===== config.mk =====
export PLATFORM = sky130hd
export DESIGN_NAME = mon_tx_arbiter
export DESIGN_NICKNAME = d
export VERILOG_FILES = /design/src/rtl/mon_tx_arbiter.sv
export SDC_FILE = /design/constraint.sdc
export NUM_CORES = 1
export LEC_CHECK = 0
export BUFFER_PORTS_ARGS = -buffer_cell sky130_fd_sc_hd__buf_4
export CELL_PAD_IN_SITES_DETAIL_PLACEMENT = 2
export CELL_PAD_IN_SITES_GLOBAL_PLACEMENT = 2
export CORE_UTILIZATION = 26
export DETAILED_ROUTE_END_ITERATION = 8
export PLACE_DENSITY_LB_ADDON = 0.1
export SLEW_MARGIN = 30
export SYNTH_ARGS = -nofsm -noshare
export SYNTH_HDL_FRONTEND = slang
export SYNTH_SLANG_ARGS = --single-unit
export TNS_END_PERCENT = 30

===== constraint.sdc =====
create_clock -name mon_clk -period 2.3 [get_ports mon_clk]
set_input_delay 0.46 -clock mon_clk [delete_from_list [all_inputs] [get_ports mon_clk]]
set_output_delay 0.46 -clock mon_clk [all_outputs]
set_load 0.02 [all_outputs]

===== src/rtl/mon_tx_arbiter.sv =====
// rtl/mon_tx_arbiter.sv - arbitrates packet sources onto the single monitor-link packet sender
module mon_tx_arbiter #(
   parameter int NUM_REQ       = 3,
   parameter int PKT_W         = 40,
   parameter int GAP_CYCLES    = 4,
   parameter int START_TIMEOUT = 8,
   parameter int URGENT0       = 1
) (
   input  logic                     mon_clk,
   input  logic                     rst_n,
   input  logic [NUM_REQ-1:0]       req_valid,
   input  logic [NUM_REQ*PKT_W-1:0] req_data,
   output logic [NUM_REQ-1:0]       req_ack,
   output logic [PKT_W-1:0]         out_data,
   output logic                     out_valid,
   input  logic                     sender_busy,
   output logic [1:0]               grant_id,
   output logic                     timeout_err
);

   localparam logic [2:0] ST_IDLE       = 3'd0;
   localparam logic [2:0] ST_LAUNCH     = 3'd1;
   localparam logic [2:0] ST_WAIT_START = 3'd2;
   localparam logic [2:0] ST_WAIT_DONE  = 3'd3;
   localparam logic [2:0] ST_GAP        = 3'd4;

   logic [2:0]         state_q, state_d;
   logic [3:0]         tcnt_q, tcnt_d;
   logic [3:0]         gcnt_q, gcnt_d;
   logic [1:0]         rr_ptr_q, rr_ptr_d;
   logic [1:0]         grant_q, grant_d;
   logic [PKT_W-1:0]   data_q, data_d;
   logic               valid_q, valid_d;
   logic [NUM_REQ-1:0] ack_q, ack_d;
   logic               terr_q, terr_d;

   logic [1:0]         win;
   logic               found;
   logic [PKT_W-1:0]   win_data;
   logic [1:0]         grant_nxt;

   // Winner: first pending requester at or above rr_ptr, then wrap to the bottom; urgent source 0 overrides
   always_comb begin
      win   = '0;
      found = 1'b0;
      for (int i = 0; i < NUM_REQ; i++) begin
         if (!found && req_valid[i] && (2'(i) >= rr_ptr_q)) begin
            win   = 2'(i);
            found = 1'b1;
         end
      end
      for (int i = 0; i < NUM_REQ; i++) begin
         if (!found && req_valid[i]) begin
            win   = 2'(i);
            found = 1'b1;
         end
      end
      if ((URGENT0 != 0) && req_valid[0]) begin
         win = '0;
      end
   end

   // Packet mux for the selected requester
   always_comb begin
      win_data = '0;
      for (int i = 0; i < NUM_REQ; i++) begin
         if (win == 2'(i)) begin
            win_data = req_data[i*PKT_W +: PKT_W];
         end
      end
   end

   assign grant_nxt = (grant_q == 2'(NUM_REQ-1)) ? 2'd0 : grant_q + 2'd1;

   // Launch/handshake sequencing; out_valid and req_ack are registered single-cycle pulses
   always_comb begin
      state_d  = state_q;
      tcnt_d   = tcnt_q;
      gcnt_d   = gcnt_q;
      rr_ptr_d = rr_ptr_q;
      grant_d  = grant_q;
      data_d   = data_q;
      valid_d  = 1'b0;
      ack_d    = '0;
      terr_d   = terr_q;
      case (state_q)
         ST_IDLE: begin
            // busy seen here belongs to someone else: hold off until the sender is free
            if ((|req_valid) && !sender_busy) begin
               data_d  = win_data;
               grant_d = win;
               valid_d = 1'b1;
               state_d = ST_LAUNCH;
            end
         end
         ST_LAUNCH: begin
            tcnt_d  = '0;
            state_d = ST_WAIT_START;
         end
         ST_WAIT_START: begin
            if (sender_busy) begin
               for (int i = 0; i < NUM_REQ; i++) begin
                  ack_d[i] = (grant_q == 2'(i));
               end
               state_d = ST_WAIT_DONE;
            end else if (tcnt_q == 4'(START_TIMEOUT-1)) begin
               // no ack and no rr_ptr advance, so the same requester is retried
               terr_d  = 1'b1;
               gcnt_d  = '0;
               state_d = ST_GAP;
            end else begin
               tcnt_d = tcnt_q + 4'd1;
            end
         end
         ST_WAIT_DONE: begin
            if (!sender_busy) begin
               rr_ptr_d = grant_nxt;
               gcnt_d   = '0;
               state_d  = ST_GAP;
            end
         end
         ST_GAP: begin
            if (gcnt_q == 4'(GAP_CYCLES-1)) begin
               state_d = ST_IDLE;
            end else begin
               gcnt_d = gcnt_q + 4'd1;
            end
         end
         default: state_d = ST_IDLE;
      endcase
   end

   // State registers; reset aborts any transfer without an ack
   always_ff @(posedge mon_clk or negedge rst_n) begin
      if (!rst_n) begin
         state_q  <= ST_IDLE;
         tcnt_q   <= '0;
         gcnt_q   <= '0;
         rr_ptr_q <= '0;
         grant_q  <= '0;
         data_q   <= '0;
         valid_q  <= 1'b0;
         ack_q    <= '0;
         terr_q   <= 1'b0;
      end else begin
         state_q  <= state_d;
         tcnt_q   <= tcnt_d;
         gcnt_q   <= gcnt_d;
         rr_ptr_q <= rr_ptr_d;
         grant_q  <= grant_d;
         data_q   <= data_d;
         valid_q  <= valid_d;
         ack_q    <= ack_d;
         terr_q   <= terr_d;
      end
   end

   assign out_data    = data_q;
   assign out_valid   = valid_q;
   assign req_ack     = ack_q;
   assign grant_id    = grant_q;
   assign timeout_err = terr_q;

endmodule


Word-level counts from Yosys, hierarchy flattened
Cells that the tools add are included.
{"block": "totals", "input_bits": 126, "register_bits": 60, "wordCells": 94}
{"block": "op_classes", "reduce_logical": 27, "addsub": 3, "n_mux": 33, "n_eq_ne": 18, "n_bitwise": 1, "order_cmp": 3}
{"cell": "40-bit two-way mux", "count": 3}
{"cell": "4-bit two-way mux", "count": 6}
{"cell": "3-bit two-way mux", "count": 7}
{"cell": "3-bit one-hot mux with 5 select lines", "count": 1}
{"cell": "2-bit inequality test (second input constant)", "count": 7}
{"cell": "2-bit two-way mux", "count": 6}
{"cell": "4-bit one-hot mux with 3 select lines", "count": 1}
{"cell": "1-bit logical AND", "count": 9}
{"cell": "4-bit by 1-bit adder with 4-bit output (second input constant)", "count": 2}
{"cell": "1-bit two-way mux", "count": 8}
{"cell": "4-bit one-hot mux with 2 select lines", "count": 1}
{"cell": "3-bit by 2-bit equality test with 1-bit output (second input constant)", "count": 2}
{"cell": "1-bit zero test", "count": 6}
{"cell": "3-bit AND reduction", "count": 2}
{"cell": "5-bit AND reduction", "count": 1}
{"cell": "2-bit by 1-bit equality test with 1-bit output (second input constant)", "count": 2}
{"cell": "2-bit equality test (second input constant)", "count": 2}
{"cell": "4-bit by 2-bit equality test with 1-bit output (second input constant)", "count": 1}
{"cell": "4-bit by 3-bit equality test with 1-bit output (second input constant)", "count": 1}
{"cell": "1-bit by 2-bit greater-or-equal comparator with 1-bit output (first input constant)", "count": 2}
{"cell": "2-bit zero test", "count": 2}
{"cell": "2-bit AND reduction", "count": 2}
{"cell": "4-bit AND reduction", "count": 1}
{"cell": "3-bit by 1-bit equality test with 1-bit output (second input constant)", "count": 1}
{"cell": "9 further kinds", "count": 9}

Longest topological paths before layout
{"block": "depth", "ltp_word": 25, "ltp_mapped": 6}

Worst setup path before layout
No wires, ideal clock.
{"block": "synth_path", "path_type": "input to register", "from": "input port sender_busy", "to": "register data_q[39] (netlist: out_data[39])", "path_slack_ns": 0.298, "stages": 5, "t_arrival_ns": 1.873, "path_cell_list": "buf_6 or4_4 or2_0 buf_6 o41a_1"}
{"block": "synth_via", "elab_chain_cells": 3}
{"item": "from (decl)", "line_no": "16", "text": "input logic sender_busy,"}
{"item": "1-bit zero test"}
{"item": "1-bit logical AND", "line_no": "89", "text": "if ((|req_valid) && !sender_busy) begin"}
{"item": "2-bit AND reduction (no line)"}
{"item": "to (signal assigned)", "line_no": "151", "text": "data_q <= data_d;"}
{"item": "to (decl)", "line_no": "32", "text": "logic [PKT_W-1:0] data_q, data_d;"}
No other way between the ends.
A chain may end at the register's enable or synchronous reset.

Final worst setup path
{"block": "layout_path", "from": "register state_q[2]", "to": "register data_q[13] (netlist: out_data[13])"}
{"block": "layout_via", "elab_chain_cells": 2}
{"item": "from (decl)", "line_no": "27", "text": "logic [2:0] state_q, state_d;"}
{"item": "from (signal assigned)", "line_no": "146", "text": "state_q <= state_d;"}
{"item": "3-bit zero test", "line_no": "86", "text": "case (state_q)"}
{"item": "2-bit AND reduction (no line)"}
No other way between the ends.

==> flow_summary_export.csv <==
group,metric,value,unit
setup_path,cp_slowest_cell,"or4_4",
pwr,power.density,1120,nW/um^2
pwr,p_int,3470,uW
setup_path,crit_required,2.52,ns
cells_and_area,final_nets,627,
cells_and_area,num_antenna_cells,0,
sta,setup_viol,0,
synth,ys_seq_elements,60,
drt,wire_per_inst,20.6,um
drt,ant_nets,0,
synth,synth_top_area_share,0.442,
drt,drtPass1Iterations,4,
drt,drc_errors,0,
clocking,cts_setup_buffers,0,
synth,postSynthAreaPerCell,9.91,um^2
setup_path,path_buf_inv,1,
global_route,gr-total-overflow,0,
die,ios,173,
setup_path,cp-end-kind,"flip-flop",
drt,dr_total_vias,3674,
sta,hold_slack,0.219,ns
cells_and_area,layout-drive-gt1-share,0.440,
clocking,cts_tree,"built",
hold_path,hold_class,"input port to async pin",
die,die_area,13500,um^2
setup_path,start_kind,"flip-flop",
setup_path,critical_path_class,"flip-flop to flip-flop",
die,start_util,0.268,
sta,period_share,0.802,
synth,syn-num-nets,471,
clocking,cts.path.max_buffers,2,
synth,yosys_warnings,0,
sta,max-slew-margin-rel,0.449,
clocking,cts_num_sinks,60,
pwr,seqPwrFrac,0.315,
sta,worstMarginPinSlew,0.826,ns
synth,seq_area_frac_synth,0.442,
place,dp_slack,0.193,ns
setup_path,worstPathCellList,"or4_4, or2_1, buf_4, o31ai_1",
clocking,holdBufCountCts,0,
pwr,p_total,5750,uW
drt,viasPerCell,5.45,
pwr,leakagePower,0.00223,uW
synth,syn_area,3400,um^2
place,place_congestion,0.742,
sta,setup_ws,0.455,ns
pwr,clkPwrFrac,0.221,
die,fp.dieH,116,um
sta,setup_tns,0,ns
global_route,grt_max_degree,61,
run,maxCapViolations,0,
sta,hold_viol,0,
pwr,ir_worst_vdd,0.493,mV
drt,drt_iter0_drc,143,
sta,grt_setup_unrepaired,"false",
drt,totalWireLength,13.9,mm
clocking,cts_max_level,3,
clocking,post_cts_resized,0,
place,dp_hpwl,9.99,mm
status,outcome,"finished clean",
synth,synth_area_leader_cell,"dfrtp_1",
sta,max_freq,0.542,GHz
die,die_w,116,um
clocking,clk_latency,0.33,ns
clocking,path_clk_slew,0.05,ns
setup_path,critical-path-max-stage-delay,0.52,ns
synth,syn_inst,343,
synth,synthTopCellsByArea,"dfrtp_1 (44%), o32ai_1 (10%), a211oi_1 (9.3%), o31ai_1 (9.1%), o21ai_0 (6.8%)",
clocking,cts_buffers,9,
clocking,root_buffer,"clkbuf_16",
pwr,swShare,0.396,
setup_path,cp_max_fo,14,
global_route,antenna_found_initial,0,
cells_and_area,area_delta_synth_final,51.4,%
sta,report.final.slew_viol_count,0,
place,io_buffer_count,172,
sta,period_minus_slack,1.85,ns
setup_path,cpLargestDelayFamily,"simple AND/OR/NAND/NOR gates",
pwr,share_comb_of_total_power,0.464,
global_route,grt_pass1_vias,3968,
global_route,grt_pass1_wl,21.8,mm
die,rows,41,
synth,synth_cell_types,43,
global_route,grt.total_usage,0.214,
pwr,power_switching,2280,uW
die,design.core.area,12700,um^2
sta,fin_skew,0.00603,ns
setup_path,critical_path_arrival,2.06,ns
-- routing by layer --
layer  part of all wire  GRT usage
met4              0.014     0.0658
met5                  0          0
met1               0.41      0.255
met2               0.52      0.377
met3              0.057     0.0545
-- Yosys cell counts --
| master | number |
|---|---|
| dfrtp_1 | 60 |
| o21ai_0 | 46 |
| a211oi_1 | 42 |
| o31ai_1 | 41 |
| o32ai_1 | 39 |
| clkbuf_1 | 37 |
| buf_6 | 6 |
| inv_1 | 6 |
| a21oi_1 | 5 |
| nand2b_1 | 5 |
| nor3b_1 | 5 |
| nand2_1 | 4 |
| o211ai_1 | 4 |
| mux2_2 | 3 |
| nand3_1 | 3 |
| nor2b_1 | 3 |
| and3_1 | 2 |
| and3b_1 | 2 |
| buf_2 | 2 |
| ha_1 | 2 |
| nand3b_1 | 2 |
| nor2_1 | 2 |
| or3b_2 | 2 |
| a21o_1 | 1 |
| a22o_1 | 1 |
| a22oi_1 | 1 |
| a31o_2 | 1 |
| a31oi_1 | 1 |
| and2_1 | 1 |
| and2b_1 | 1 |
| and3_2 | 1 |
| buf_1 | 1 |
| nor3_1 | 1 |
| nor3_2 | 1 |
| nor4b_1 | 1 |
| o21ba_2 | 1 |
| o21bai_1 | 1 |
| o2bb2ai_1 | 1 |
| o41a_1 | 1 |
| or2_0 | 1 |
| or4_2 | 1 |
| or4_4 | 1 |
| or4b_2 | 1 |
-- cell families (layout without fill, tap and decap cells) --
family	after synthesis	after routing	synth area share
compound gates	186	186	0.390
fa+ha+maj	2	2	0.00736
buf+inv	52	211	0.0714
flops	60	60	0.442
mux	3	3	0.00994
simple gates	40	40	0.0792
-- metrics by stage --
step / std cells / util / area, um^2
final: 674 / 0.406 / 5140
after global routing: 674 / 0.406 / 5140
after floorplan: 343 / - / 3400
after detailed placement: 660 / 0.384 / 4870
after global placement: 660 / 0.384 / 4870
after CTS: 674 / 0.406 / 5140
-- registers in the layout, indices dropped and copies added (netlist names) --
register and flops:
gcnt_q 4, grant_id 2, out_data 40, out_valid 1, req_ack 3, rr_ptr_q 2
state_q 3, tcnt_q 4, timeout_err 1
-- layout by cell type, fill, tap and decap left out, types with 2 or more instances in the layout --
cell type / instances
mux2_2: 3
nand3b_1: 2
clkbuf_8: 3
o31ai_1: 41
buf_4: 189
nand2b_2: 3
inv_1: 6
nand3_1: 3
nor3b_1: 5
nand2_1: 4
o21ai_0: 46
clkbuf_16: 9
a21oi_1: 5
and3_1: 2
buf_12: 2
nand2b_1: 2
o32ai_1: 39
nor2b_1: 3
clkinv_2: 2
o211ai_1: 4
ha_1: 2
dfrtp_1: 60
a211oi_1: 42
nor2_1: 2
or3b_2: 2
-- path summary, 6_finish.rpt --
kind | cells past startpoint | to | slack [ns] | startpoint
worst min-delay path | 1 | tcnt_q[3]$_DFFE_PN0P_ | 0.22 | rst_n
min in group mon_clk | 3 | state_q[0]$_DFFE_PN0P_ | 0.45 | sender_busy
worst max register to register | 4 | out_data[13]$_DFFE_PN0P_ | 0.45 | state_q[2]$_DFFE_PN0P_
worst min register to register | 1 | timeout_err$_DFFE_PN0P_ | 0.46 | timeout_err$_DFFE_PN0P_
worst max-delay path | 4 | out_data[13]$_DFFE_PN0P_ | 0.45 | state_q[2]$_DFFE_PN0P_
max in group asynchronous | 1 | out_data[19]$_DFFE_PN0P_ | 1.52 | rst_n
-- power groups by stage --
| stage | combinational (uW) | clock [uW] | sequential (uW) |
|---|---|---|---|
| 3_3_place_gp | 2610 | 0 | 1800 |
| 5_1_grt | 2910 | 1340 | 1870 |
| 2_1_floorplan | 1060 | 0 | 2210 |
| 3_5_place_dp | 2700 | 0 | 1820 |
| 6_report | 2670 | 1270 | 1810 |
| 4_1_cts | 2720 | 1290 | 1820 |
-- worst register-to-register path: stages (launching register included) --
cell and delay, ns:
dfrtp_1 0.38, or4_4 0.52, or2_1 0.31, buf_4 0.23, o31ai_1 0.31
-- final cells by class --
type | count | area, um^2
clock inverters | 2 | 10.0
fillers | 1415 | 7530
inverters | 6 | 22.5
repair buffers | 191 | 1460
flip-flops and latches | 60 | 1500
well taps | 172 | 215
multi-input cells | 231 | 1670
clock buffers | 12 | 267
Power figures use the tool's default switching activity.
